<file path="src/rtl/conv_pkg.sv">
// Shared types for the convolution frame sequencer: FSM states and the
// per-advance position tag that travels alongside the engine pipeline.
package conv_pkg;

   typedef enum logic [1:0] {
      IDLE,
      RUN,
      FLUSH,
      DONE
   } seq_state_t;

   typedef struct packed {
      logic valid;
      logic sof;
      logic eol;
      logic eof;
   } conv_tag_t;

   localparam int unsigned KERNEL_DIM_DEFAULT = 3;

endpackage

</file>
<file path="src/rtl/conv_tag_pipe.sv">
// Tag delay line matching the engine latency; advances only when the engine
// advances so the tail tag always describes the current conv_result.
module conv_tag_pipe
   import conv_pkg::*;
#(
   parameter int unsigned PIPE_LAT = 3
) (
   input  logic      clk,
   input  logic      rst_n,
   input  logic      en,
   input  logic      clr,
   input  conv_tag_t tag_in,
   output conv_tag_t tag_out
);

   conv_tag_t stage [PIPE_LAT];

   always_ff @(posedge clk or negedge rst_n) begin
      if (!rst_n) begin
         for (int unsigned i = 0; i < PIPE_LAT; i++) stage[i] <= '0;
      end else if (clr) begin
         for (int unsigned i = 0; i < PIPE_LAT; i++) stage[i] <= '0;
      end else if (en) begin
         stage[0] <= tag_in;
         for (int unsigned i = 1; i < PIPE_LAT; i++) stage[i] <= stage[i-1];
      end
   end

   assign tag_out = stage[PIPE_LAT-1];

endmodule

</file>
<file path="src/rtl/conv_frame_sequencer.sv">
// Frame-level controller for the 3x3 line-buffered convolution engine:
// gates pixels into the engine, drains it at end of frame, emits interior results.
module conv_frame_sequencer
   import conv_pkg::*;
#(
   parameter int unsigned WORD_SIZE  = 8,
   parameter int unsigned ROW_SIZE   = 540,
   parameter int unsigned NUM_ROWS   = 540,
   parameter int unsigned KERNEL_DIM = KERNEL_DIM_DEFAULT,
   parameter int unsigned PIPE_LAT   = 3
) (
   input  logic                 clk,
   input  logic                 rst_n,
   input  logic                 start,
   input  logic                 abort,
   input  logic [WORD_SIZE-1:0] in_pixel,
   input  logic                 in_valid,
   output logic                 in_ready,
   output logic [WORD_SIZE-1:0] conv_pix,
   output logic                 conv_en,
   output logic                 conv_clr,
   input  logic [WORD_SIZE-1:0] conv_result,
   output logic [WORD_SIZE-1:0] out_pixel,
   output logic                 out_valid,
   output logic                 out_sof,
   output logic                 out_eol,
   output logic                 out_eof,
   output logic                 busy,
   output logic                 frame_done
);

   localparam int unsigned COL_W = $clog2(ROW_SIZE);
   localparam int unsigned ROW_W = $clog2(NUM_ROWS);
   localparam int unsigned FL_W  = $clog2(PIPE_LAT + 1);

   localparam logic [COL_W-1:0] COL_LAST  = COL_W'(ROW_SIZE - 1);
   localparam logic [ROW_W-1:0] ROW_LAST  = ROW_W'(NUM_ROWS - 1);
   localparam logic [COL_W-1:0] COL_FIRST = COL_W'(KERNEL_DIM - 1);
   localparam logic [ROW_W-1:0] ROW_FIRST = ROW_W'(KERNEL_DIM - 1);
   localparam logic [FL_W-1:0]  FL_LAST   = FL_W'(PIPE_LAT - 1);

   seq_state_t       state, state_nx;
   logic [COL_W-1:0] col, col_nx;
   logic [ROW_W-1:0] row, row_nx;
   logic [FL_W-1:0]  flush_cnt, flush_cnt_nx;
   conv_tag_t        push_tag, tail_tag;

   always_ff @(posedge clk or negedge rst_n) begin
      if (!rst_n) begin
         state     <= IDLE;
         col       <= '0;
         row       <= '0;
         flush_cnt <= '0;
      end else begin
         state     <= state_nx;
         col       <= col_nx;
         row       <= row_nx;
         flush_cnt <= flush_cnt_nx;
      end
   end

   always_comb begin
      state_nx     = state;
      col_nx       = col;
      row_nx       = row;
      flush_cnt_nx = flush_cnt;
      in_ready     = 1'b0;
      conv_en      = 1'b0;
      conv_pix     = '0;
      conv_clr     = 1'b0;
      frame_done   = 1'b0;
      push_tag     = '0;
      // abort overrides everything, including a coincident start or pixel
      if (abort) begin
         state_nx = IDLE;
         conv_clr = 1'b1;
      end else begin
         case (state)
            IDLE: begin
               if (start) begin
                  conv_clr = 1'b1;
                  col_nx   = '0;
                  row_nx   = '0;
                  state_nx = RUN;
               end
            end
            RUN: begin
               in_ready = 1'b1;
               if (in_valid) begin
                  conv_en        = 1'b1;
                  conv_pix       = in_pixel;
                  push_tag.valid = (row >= ROW_FIRST) && (col >= COL_FIRST);
                  push_tag.sof   = push_tag.valid && (row == ROW_FIRST) && (col == COL_FIRST);
                  push_tag.eol   = push_tag.valid && (col == COL_LAST);
                  push_tag.eof   = push_tag.valid && (row == ROW_LAST) && (col == COL_LAST);
                  if (col == COL_LAST) begin
                     col_nx = '0;
                     if (row == ROW_LAST) begin
                        row_nx       = '0;
                        flush_cnt_nx = '0;
                        state_nx     = FLUSH;
                     end else begin
                        row_nx = row + 1'b1;
                     end
                  end else begin
                     col_nx = col + 1'b1;
                  end
               end
            end
            FLUSH: begin
               conv_en = 1'b1;
               if (flush_cnt == FL_LAST) state_nx = DONE;
               else                      flush_cnt_nx = flush_cnt + 1'b1;
            end
            DONE: begin
               frame_done = 1'b1;
               state_nx   = IDLE;
            end
            default: state_nx = IDLE;
         endcase
      end
   end

   assign busy = (state != IDLE);

   conv_tag_pipe #(
      .PIPE_LAT (PIPE_LAT)
   ) u_tag_pipe (
      .clk     (clk),
      .rst_n   (rst_n),
      .en      (conv_en),
      .clr     (conv_clr),
      .tag_in  (push_tag),
      .tag_out (tail_tag)
   );

   always_ff @(posedge clk or negedge rst_n) begin
      if (!rst_n) begin
         out_pixel <= '0;
         out_valid <= 1'b0;
         out_sof   <= 1'b0;
         out_eol   <= 1'b0;
         out_eof   <= 1'b0;
      end else begin
         out_valid <= 1'b0;
         out_sof   <= 1'b0;
         out_eol   <= 1'b0;
         out_eof   <= 1'b0;
         if (conv_en && tail_tag.valid) begin
            out_pixel <= conv_result;
            out_valid <= 1'b1;
            out_sof   <= tail_tag.sof;
            out_eol   <= tail_tag.eol;
            out_eof   <= tail_tag.eof;
         end
      end
   end

endmodule

</file>
<file path="config.mk">
export PLATFORM = sky130hd
export DESIGN_NAME = conv_frame_sequencer
export DESIGN_NICKNAME = d
export VERILOG_FILES = /design/src/rtl/conv_pkg.sv /design/src/rtl/conv_tag_pipe.sv /design/src/rtl/conv_frame_sequencer.sv
export SDC_FILE = /design/constraint.sdc
export NUM_CORES = 1
export LEC_CHECK = 0
export ABC_AREA = 1
export CORE_MARGIN = 4
export CORE_UTILIZATION = 59
export CTS_BUF_LIST = sky130_fd_sc_hd__clkbuf_8
export DETAILED_ROUTE_END_ITERATION = 7
export GPL_TIMING_DRIVEN = 0
export PLACE_DENSITY = 0.88
export SYNTH_ARGS = -nofsm -noshare
export SYNTH_HDL_FRONTEND = slang
export SYNTH_SLANG_ARGS = --single-unit
</file>
<file path="constraint.sdc">
create_clock -name clk -period 3.9 [get_ports clk]
set_clock_uncertainty 0.15 [all_clocks]
set_input_delay 0.975 -clock clk [delete_from_list [all_inputs] [get_ports clk]]
set_output_delay 0.975 -clock clk [all_outputs]
set_load 0.02 [all_outputs]
</file>
# Yosys cells after proc, flatten, opt, wreduce, memory -nomap -nowiden
# Cells that the tools add are included.
[totals]
register_bits = 48
input_bits = 21
output_inout_bits = 25
wordCells = 103
[op_classes]
add_sub_neg = 3
order_cmp = 2
eq_ne = 18
mux = 42
bitwise_logic = 1
reduce_logical = 16
[ops]
columns = ["cell", "n"]
rows = [
  ["10-bit two-way mux", 6],
  ["10-bit case mux with 2 select lines", 2],
  ["12-bit two-way mux", 2],
  ["8-bit two-way mux", 3],
  ["10-bit by 1-bit adder with 10-bit output, second input constant", 2],
  ["10-bit equality test, second input constant", 2],
  ["10-bit by 2-bit equality test with 1-bit output, second input constant", 2],
  ["10-bit by 2-bit greater-or-equal comparator with 1-bit output, second input constant", 2],
  ["2-bit two-way mux", 10],
  ["3-bit != test, second input constant", 5],
  ["1-bit two-way mux", 13],
  ["4-bit two-way mux", 3],
  ["2-bit != test, second input constant", 5],
  ["5-bit AND reduction", 2],
  ["2-bit case mux with 4 select lines", 1],
  ["2-bit nonzero test", 4],
  ["1-bit logical AND", 7],
  ["2-bit equality test, second input constant", 3],
  ["6-bit AND reduction", 1],
  ["2-bit case mux with 2 select lines", 1],
  ["4-bit AND reduction", 1],
  ["2-bit by 1-bit adder with 2-bit output, second input constant", 1],
  ["2-bit by 1-bit equality test with 1-bit output, second input constant", 1],
  ["2-bit zero test", 1],
  ["other kinds (2)", 2],
]

# Longest topological paths before layout
# Gate-level depths: netlist of the first run.
[logic_depth]
depth_word = 9
depth_mapped = 12
depth_no_buf = 10

# Cells and area by module
# A second synthesis of the first run with hierarchy kept.
[unflattened]
hier_cells = 376
area_unflattened_um2 = 2802.7
[by_module_without_submodules]
columns = ["module", "instances", "cells_per_inst", "area_per_inst_um2", "seq_area_each_um2"]
rows = [
  ["conv_frame_sequencer", 1, 319, 2280.9, 900.9],
  ["conv_tag_pipe", 1, 57, 521.8, 300.3],
]

# Least setup slack after synthesis of the first run
# No wires, ideal clock.
[synth_timing]
path_kind = "input -> output"
from = "input port abort"
to = "output port conv_pix[0]"
arrival_ns = 1.776
required_time_ns = 2.775
path_slack_ns = 0.999
cell_stages = 3
n_path_buf = 0
cell_sequence = "nor2_1 -> inv_2 -> nor2_1"
[synth_between]
elab_chain_cells = 1
[synth_rtl]
columns = ["item", "line", "source"]
rows = [
  ["from (decl)", "conv_frame_sequencer.sv:15", "input logic abort,"],
  ["8-bit two-way mux", "conv_frame_sequencer.sv:74", "if (abort) begin"],
  ["to (decl)", "conv_frame_sequencer.sv:19", "output logic [WORD_SIZE-1:0] conv_pix,"],
]
# No other way between the ends.

# Worst setup path after layout of the first run
[layout_timing]
from = "input port abort"
to = "output port conv_en"
[layout_between]
elab_chain_cells = 1
[layout_rtl]
columns = ["item", "line", "source"]
rows = [
  ["1-bit two-way mux", "conv_frame_sequencer.sv:74", ""],
  ["to (decl)", "conv_frame_sequencer.sv:20", "output logic conv_en,"],
]
# No other way between the ends.

==> results of run 1 <==
==> sequential cells by signal, summed over array words and instances, names as in the netlist, 2 cells and up <==
register	count
out_pixel	8
u_tag_pipe.stage	8
u_tag_pipe.tag_out	4
col	10
flush_cnt	2
state	2
row	10
==> routing by layer <==
metal | global-route usage (%) | vias to the layer above
li1 | - | 1212
met2 | 36.9 | 67
met1 | 27.6 | 1089
met4 | 7.57 | 0
met5 | 0 | -
met3 | 5.80 | 10
==> worst paths after layout <==
path	depth (start not counted)	to	from	slack, ns
hold / removal	2	out_pixel[7]$_DFFE_PN0P_	out_pixel[7]$_DFFE_PN0P_	0.32
setup / recovery	5	conv_en	abort	0.19
hold reg to reg	2	out_pixel[7]$_DFFE_PN0P_	out_pixel[7]$_DFFE_PN0P_	0.32
setup reg to reg	11	out_pixel[6]$_DFFE_PN0P_	state[1]$_DFFE_PN0P_	1.87
min in group asynchronous	1	out_valid$_DFF_PN0_	rst_n	0.42
max in group asynchronous	2	u_tag_pipe.stage[11]$_DFFE_PN0P_	rst_n	2.69
==> power by group <==
part	leakage [uW]	switching (uW)	internal, uW
registers	0.000666	35.1	529
logic	0.000855	302	168
clock network	0.0000541	167	190
total	0.00158	504	887
==> timing repair <==
item                                    4_1_cts  5_1_grt
endpoints found under the setup margin        0        1
hold buffers                                  0        0
resized for setup                             0        2
==> stage by stage <==
stage / std cells / utilization [%]
4_1_cts: 455 / 75.9
2_1_floorplan: 349 / -
5_1_grt: 455 / 76.0
3_5_place_dp: 447 / 73.4
3_3_place_gp: 446 / 73.1
6_report: 455 / 76.0
==> cell usage in the layout (no fill, tap or decap), drive strengths merged, types with 6 or more instances in the layout <==
cell type / instances
clkbuf: 6
nor2: 60
clkdlybuf4s50: 44
xor2: 6
dfrtp: 48
nor3: 10
nand3: 22
o21ai: 13
o22ai: 6
ha: 9
nand4: 7
buf: 6
a21oi: 8
nand2: 99
inv: 46
==> cell type report <==
| cell class | count | area, um2 | area share, % |
|---|---|---|---|
| plain buffers | 5 | 46.3 | 1.39 |
| flip-flops and latches | 48 | 1200 | 36.1 |
| inverters | 47 | 179 | 5.37 |
| well taps | 52 | 65.1 | 1.95 |
| clock inverters | 3 | 42.5 | 1.28 |
| repair buffers | 46 | 465 | 14.0 |
| multi-input cells | 249 | 1260 | 37.9 |
| clock buffers | 5 | 68.8 | 2.07 |
==> tightest hold or removal path, delay by kind of cell (launching register included) <==
| kind | cells | cell delay [ns] |
|---|---|---|
| and+or+nand+nor | 2 | 0.10 |
| DFF | 1 | 0.35 |
==> cell families (layout without fill, tap and decap cells) <==
family,Yosys count,in the layout
compound gates,31,31
flops,48,48
simple gates,201,201
xor+xnor,8,8
fa+ha+maj,9,9
buf+inv,52,106
==> results.md, run 1 <==
- Post-Synth XOR/XNOR Area: 2.61%
- Worst-path clk slew: 0.09 ns
- CTS sink cnt: 48
- Worst slack at placement: 0.109 ns
- Port-buffer cells: 45
- Uppermost signal routing layer after detailed routing: met4
- Clock tree from TritonCTS: done
- Count of final setup violators: 0
- Fin crit share: around 95%
- Max-cap violation count: 0
- Count of pins on the block boundary: between 40 and 50
- Post-Synthesis Net Count: approximately 380
- Via count of the first global-routing pass: 2,242
- Number of standard cells after synthesis: 349
- Kind of end point of the critical path: primary output
- Class of the tightest hold or removal check: reg2reg
- Synth cell count leaders: sky130_fd_sc_hd__nand2_1 (96), sky130_fd_sc_hd__nor2_1 (53), sky130_fd_sc_hd__dfrtp_1 (48)
- Fraction of the mapped netlist area in compound gates: under 10%
- Cell variety after synth: 33
- CP bufs+invs: 3
- Kind of start point of the critical path: input port
- CP Max Fanout: 5
- Overflow after GRT: 0
- Worst-path cell with the longest stage delay: sky130_fd_sc_hd__clkdlybuf4s50_1
- Cell area after synthesis: 2690 um2
- Cell chain of the critical path: clkdlybuf4s50_1 -> inv_2 -> nand2_1 -> a21oi_4 -> clkdlybuf4s50_1
- Final worst slack: roughly 0.19 ns
- Worst endpoint data arrival time: 2.58 ns
- Clock Tree Root: sky130_fd_sc_hd__clkbuf_8
- Detailed-route wire length per cell: approximately 13 um
- TritonCTS buffer count: 5
- Number of DRC violations after detailed routing: 0
- Total number of nets in the final design: 432
- Pin count of the biggest net entering global routing: 36
- Antenna violations before repair: 0
- Fraction of layout cells with a size suffix above 1: between 10 and 15%
- Overall power after layout: around 1400 uW
- DRT Wirelength: between 5 and 6 mm
- Placeable core region: around 4400 um2
- Antenna diode count: 0
- Initial core utilization: 61.3%
- Area of all placed cells without fillers: approximately 3300 um2
- Relative area change from synthesis to final layout: 23.9%
- Peak Freq: approximately 270 MHz
- Post-detail-place hpwl: about 4.3 mm
- Warnings from Yosys: 0
- Die Y: 75.5 um
- Outcome: finished clean
- Fill cell total of the finished layout: between 300 and 400
- Dominant cell type by count on the critical path: sky130_fd_sc_hd__clkdlybuf4s50_1
- Shortest clock period the worst path allows after layout: approximately 3.7 ns
- Placed Instance Area: around 3200 um2
- Number of rows in the core area: 24
- Fin. Hold Viols: 0
- Initial DRT Pass Iterations: 4
- Most used standard cell by instance count after synthesis: sky130_fd_sc_hd__nand2_1
- Endpoint required time on the critical path: between 2 and 3 ns
- Area fraction of the dominant cell type after synthesis: between 40% and 50%
- Fin Setup TNS: 0 ns
- Most area-hungry cell type in the Yosys netlist: sky130_fd_sc_hd__dfrtp_1
- Simple-gate share of the synthesized area: 33.2%
- Cell family with the largest share of critical-path delay: buffers and inverters
- Sequential cell area fraction in the yosys report: around 45%
- Unrepaired setup endpoints after global routing: false
- Routed met3 length: 388 um
- Worst max-slew margin expressed relative to the limit: between 60% and 70%
- Combinational family with the most area after synthesis: simple AND/OR/NAND/NOR gates
- Met2 Routed Length: 2.67 mm
- Buffers from clock root to sink, at most: 2
- Remaining antenna violation count after routing: 0
- Flip-flop and latch count after synthesis: 48
- Via count of the routed design: about 2,400
- Max VDD drop: about 0.33 mV
- Largest cells by area after synthesis: sky130_fd_sc_hd__dfrtp_1 (45%), sky130_fd_sc_hd__nand2_1 (13%), sky130_fd_sc_hd__nor2_1 (7.4%)
- Horiz. Die Dim: 75.5 um
- Delay of the slowest critical-path stage: around 0.66 ns
- PwrDens: ~420 nW/um2
- Post-synth ARST share: between 90% and 100%
- Most frequently used flop master after synthesis: sky130_fd_sc_hd__dfrtp_1
- Multiplexer fraction of the synthesized cell area: 0%
- Worst-case hold slack: approximately 0.32 ns
- Post-synth EDFFs: 0
- Wire length on met1: about 2.6 mm
- Average instance area after synthesis: about 7.7 um2
- Ratio of routed vias to standard cells: between 5 and 6
- Count of buffers added by post-CTS timing repair for setup: 0
- Adder-cell share of the synthesized area: 4.19%
- 1st-iter DRT viols: roughly 170
- Total count of max-transition violations in the final report: 0
- Type of the setup path with the least slack: in2out
- Global-route wire length before repair: a little under 10 mm
- H-tree depth reported by CTS: 2
- Area of the die: between 5000 and 6000 um2
- Slew at the pin closest to its max-slew limit: between 0.4 and 0.5 ns
- Leakage power total: approximately 0.0016 uW
- GRT Resource Usage Total: between 20% and 30%
- Skew-Pair Late Insertion Delay: about 0.30 ns
- Final weighted congestion in routability-driven placement: slightly above 0.9
(Power assumes the default switching activity.)
==> run 2, diff against run 1 <==
--- a/config.mk
+++ b/config.mk
@@ -5,9 +5,8 @@
 export SDC_FILE = /design/constraint.sdc
 export NUM_CORES = 1
 export LEC_CHECK = 0
-export ABC_AREA = 1
 export CORE_MARGIN = 4
-export CORE_UTILIZATION = 59
+export CORE_UTILIZATION = 58
 export CTS_BUF_LIST = sky130_fd_sc_hd__clkbuf_8
 export DETAILED_ROUTE_END_ITERATION = 7
 export GPL_TIMING_DRIVEN = 0
==> run 2 against run 1 <==
Combinational power is 2% lower. Cell count is 25% lower. Largest cell class is now flip-flops and latches. Global-route usage is 0.44 points higher. Register-to-register slack worse by 0.82 ns. Clock power is 12% lower. Synthesized area is 8.9% lower. Total power is 4.2% lower. Critical path type unchanged. Sequential power is 0.7% lower.
==> results.md, run 2 <==
- 1st-iter DRT viols: 95 (-45%)
- Number of standard cells after synthesis: 235 (-33%)
- Area fraction of the dominant cell type after synthesis: 49.1% (+4.4 points)
- Fraction of layout cells with a size suffix above 1: 12.1% (+1.9 points)
- Via count of the routed design: 1,947 (-18%)
- Area of the die: 5320 um2 (-6.6%)
- Detailed-route wire length per cell: 16.3 um (+30%)
- CP bufs+invs: 3 (unchanged)
- Cell variety after synth: 46 (+39%)
- Area of all placed cells without fillers: 3080 um2 (-7.6%)
- Leading registers by flop count: col x10, row x10
- Count of pins on the block boundary: 46 (unchanged)
- Final weighted congestion in routability-driven placement: 0.844 (-7.9%)
- Shortest clock period the worst path allows after layout: 3.81 ns (+0.101 ns)
- Cell family with the largest share of critical-path delay: buffers and inverters
- Initial core utilization: 60.7% (-0.56 points)
- Worst-case hold slack: 0.355 ns (+0.0302 ns)
- Largest cells by area after synthesis: sky130_fd_sc_hd__dfrtp_1 (49%), sky130_fd_sc_hd__ha_1 (4.6%), sky130_fd_sc_hd__mux2_2 (3.7%)
- Post-placement cell count: 331 (-26%)
- Total count of max-transition violations in the final report: 0 (unchanged)
- Multiplexer fraction of the synthesized cell area: 4.96% (+5.0 points)
- Skew-Pair Late Insertion Delay: 0.31 ns (about the same)
- Slew at the pin closest to its max-slew limit: 0.865 ns (+0.405 ns)
- Count of non-filler cells in the finished layout: 339 (-25%)
- Start point of the critical path: abort
- Initial DRT Pass Iterations: 5 (+1)
- Antenna violations before repair: 0 (unchanged)
- Antenna diode count: 0 (unchanged)
- Kind of end point of the critical path: primary output
- Worst endpoint data arrival time: 2.68 ns (+0.10 ns)
- Cell area after synthesis: 2450 um2 (-8.9%)
- Synth cell count leaders: sky130_fd_sc_hd__dfrtp_1 (48), sky130_fd_sc_hd__nor2_1 (23), sky130_fd_sc_hd__nand2_1 (17)
- TritonCTS buffer count: 5 (unchanged)
- Most common library cell in the layout ignoring fill and taps: sky130_fd_sc_hd__dfrtp_1
- Post-synth EDFFs: 0 (unchanged)
- Number of DRC violations after detailed routing: 0 (unchanged)
- Hold-fix buffer count after cts: 0 (unchanged)
- Peak Freq: 263 MHz (-2.7%)
- PwrDens: 433 nW/um2 (+3.7%)
- Leading cell types in the layout, fill and taps excluded: sky130_fd_sc_hd__dfrtp_1 (48), sky130_fd_sc_hd__clkdlybuf4s50_1 (44), sky130_fd_sc_hd__nor2_1 (21)
- Fill cell total of the finished layout: 276 (-12%)
- Max VDD drop: 0.309 mV (-6.6%)
- Post-detail-place hpwl: 4.14 mm (-3.7%)
- Fin crit share: 97.6% (+2.6 points)
- Warnings from Yosys: 0 (unchanged)
- Most area-hungry cell type in the Yosys netlist: sky130_fd_sc_hd__dfrtp_1
- GRT Resource Usage Total: 22.4% (+0.44 points)
- Die Y: 73.0 um (-3.4%)
- Remaining antenna violation count after routing: 0 (unchanged)
- DRT Wirelength: 5.54 mm (-3.0%)
- Beginning of the worst register-to-register path: state[1]$_DFFE_PN0P_
- Flip-flop and latch count after synthesis: 48 (unchanged)
- Count of final setup violators: 0 (unchanged)
- Max-cap violation count: 0 (unchanged)
- CP Max Fanout: 10 (+5)
- Via count of the first global-routing pass: 1,984 (-12%)
- Combinational family with the most area after synthesis: simple AND/OR/NAND/NOR gates
- Leakage power total: 0.00139 uW (-12%)
- H-tree depth reported by CTS: 2 (unchanged)
- Class of the tightest hold or removal check: reg2reg
- Kind of start point of the critical path: input port
- Pin count of the biggest net entering global routing: 28 (-22%)
- Cell chain of the critical path: clkdlybuf4s50_1 -> clkbuf_8 -> nand2b_1 -> nor2_2 -> clkdlybuf4s50_1
- Sequential cell area fraction in the yosys report: 49.1% (+4.4 points)
- Fraction of the mapped netlist area in compound gates: 12.6% (+5.6 points)
- CTS sink cnt: 48 (unchanged)
- Most frequently used flop master after synthesis: sky130_fd_sc_hd__dfrtp_1
- Post-Synth XOR/XNOR Area: 3.58% (+0.97 points)
- Type of the setup path with the least slack: in2out
- Ratio of routed vias to standard cells: 5.74 (+9.9%)
- Buffers from clock root to sink, at most: 2 (unchanged)
- Worst Min Path Start: u_tag_pipe.stage[10]$_DFFE_PN0P_
- Unrepaired setup endpoints after global routing: false
- Placeable core region: 4030 um2 (-8.1%)
- Average instance area after synthesis: 10.4 um2 (+35%)
- Worst-path clk slew: 0.09 ns (about the same)
- Post-Synthesis Net Count: 265 (-30%)
- Relative area change from synthesis to final layout: 25.8%
- Horiz. Die Dim: 73.0 um (-3.4%)
- Global-route wire length before repair: 9.24 mm (-5.0%)
- Worst max-slew margin expressed relative to the limit: 41.8% (-27 points)
- Most used standard cell by instance count after synthesis: sky130_fd_sc_hd__dfrtp_1
- Clock Tree Root: sky130_fd_sc_hd__clkbuf_8
- Adder-cell share of the synthesized area: 4.60% (+0.41 points)
- Outcome: finished clean
- Post-synth ARST share: 100% (unchanged)
- Number of rows in the core area: 23 (-4.2%)
- Share of the core filled with cells: 76.4% (+0.43 points)
- Placed Instance Area: 2980 um2 (-7.5%)
- Worst-path cell with the longest stage delay: sky130_fd_sc_hd__clkdlybuf4s50_1
- Fin. Hold Viols: 0 (unchanged)
- Simple-gate share of the synthesized area: 22.2% (-11 points)
- Delay of the slowest critical-path stage: 0.65 ns (about the same)
- Port-buffer cells: 45 (unchanged)
- Total number of nets in the final design: 318 (-26%)
- Overflow after GRT: 0 (unchanged)
- Endpoint required time on the critical path: 2.77 ns (about the same)
- Overall power after layout: 1330 uW (-4.2%)
- Clock tree from TritonCTS: done
- Dominant cell type by count on the critical path: sky130_fd_sc_hd__clkdlybuf4s50_1
==> run 2: repair_timing <==
| item | in CTS | in global routing |
|---|---|---|
| buffers inserted | 0 | 0 |
| gates resized for setup | 0 | 2 |
| setup endpoints to repair | 0 | 5 |
==> run 2: worst paths after layout <==
kind | slack [ns] | end | depth (start not counted)
max in group asynchronous | 2.59 | flush_cnt[1]$_DFFE_PN0P_ | 2
min in group asynchronous | 0.48 | out_eof$_DFF_PN0_ | 1
setup / recovery | 0.09 | conv_en | 5
hold / removal | 0.36 | u_tag_pipe.stage[6]$_DFFE_PN0P_ | 1
hold reg to reg | 0.36 | u_tag_pipe.stage[6]$_DFFE_PN0P_ | 1
setup reg to reg | 1.05 | row[3]$_DFFE_PN0P_ | 8
==> run 2: where the power goes <==
group	switching, uW	internal (uW)
registers	34.3	526
clock network	170	144
logic	283	176
==> run 2: area by class of cell <==
type	count	area, um2	share of cell area [%]
multi-input cells	171	1180	38.3
clock inverters	2	15.0	0.488
repair buffers	46	465	15.1
well taps	50	62.6	2.03
plain buffers	6	36.3	1.18
flip-flops and latches	48	1200	39.0
clock buffers	6	82.6	2.68
inverters	10	37.5	1.22
==> run 2: logic make-up (layout without fill, tap and decap cells) <==
logic type                 count (synthesis)  count (layout)
muxes                                     11              11
AOI/OAI and AO/OA                         40              40
and+or+nand+nor                          101             101
DFF                                       48              48
adders and majority gates                  9               9
buffers and inverters                     16              70
xor gates and xnor gates                  10              10
==> run 2: per-layer routing <==
layer / up-vias / share of wire, % / GRT usage (%)
li1: 940 / - / -
met1: 938 / 42 / 26.9
met2: 56 / 51 / 39.4
met3: 13 / 5.2 / 4.55
met4: 0 / 2.5 / 8.81
met5: - / 0 / 0
==> run 2: through the flow <==
step	setup slack, ns	TNS, ns
finish	0.0921	0
detailed placement	-0.00588	-0.00588
global route	0.0357	0
CTS	0.00202	0
floorplan	1.07	0
global placement	0.0244	0
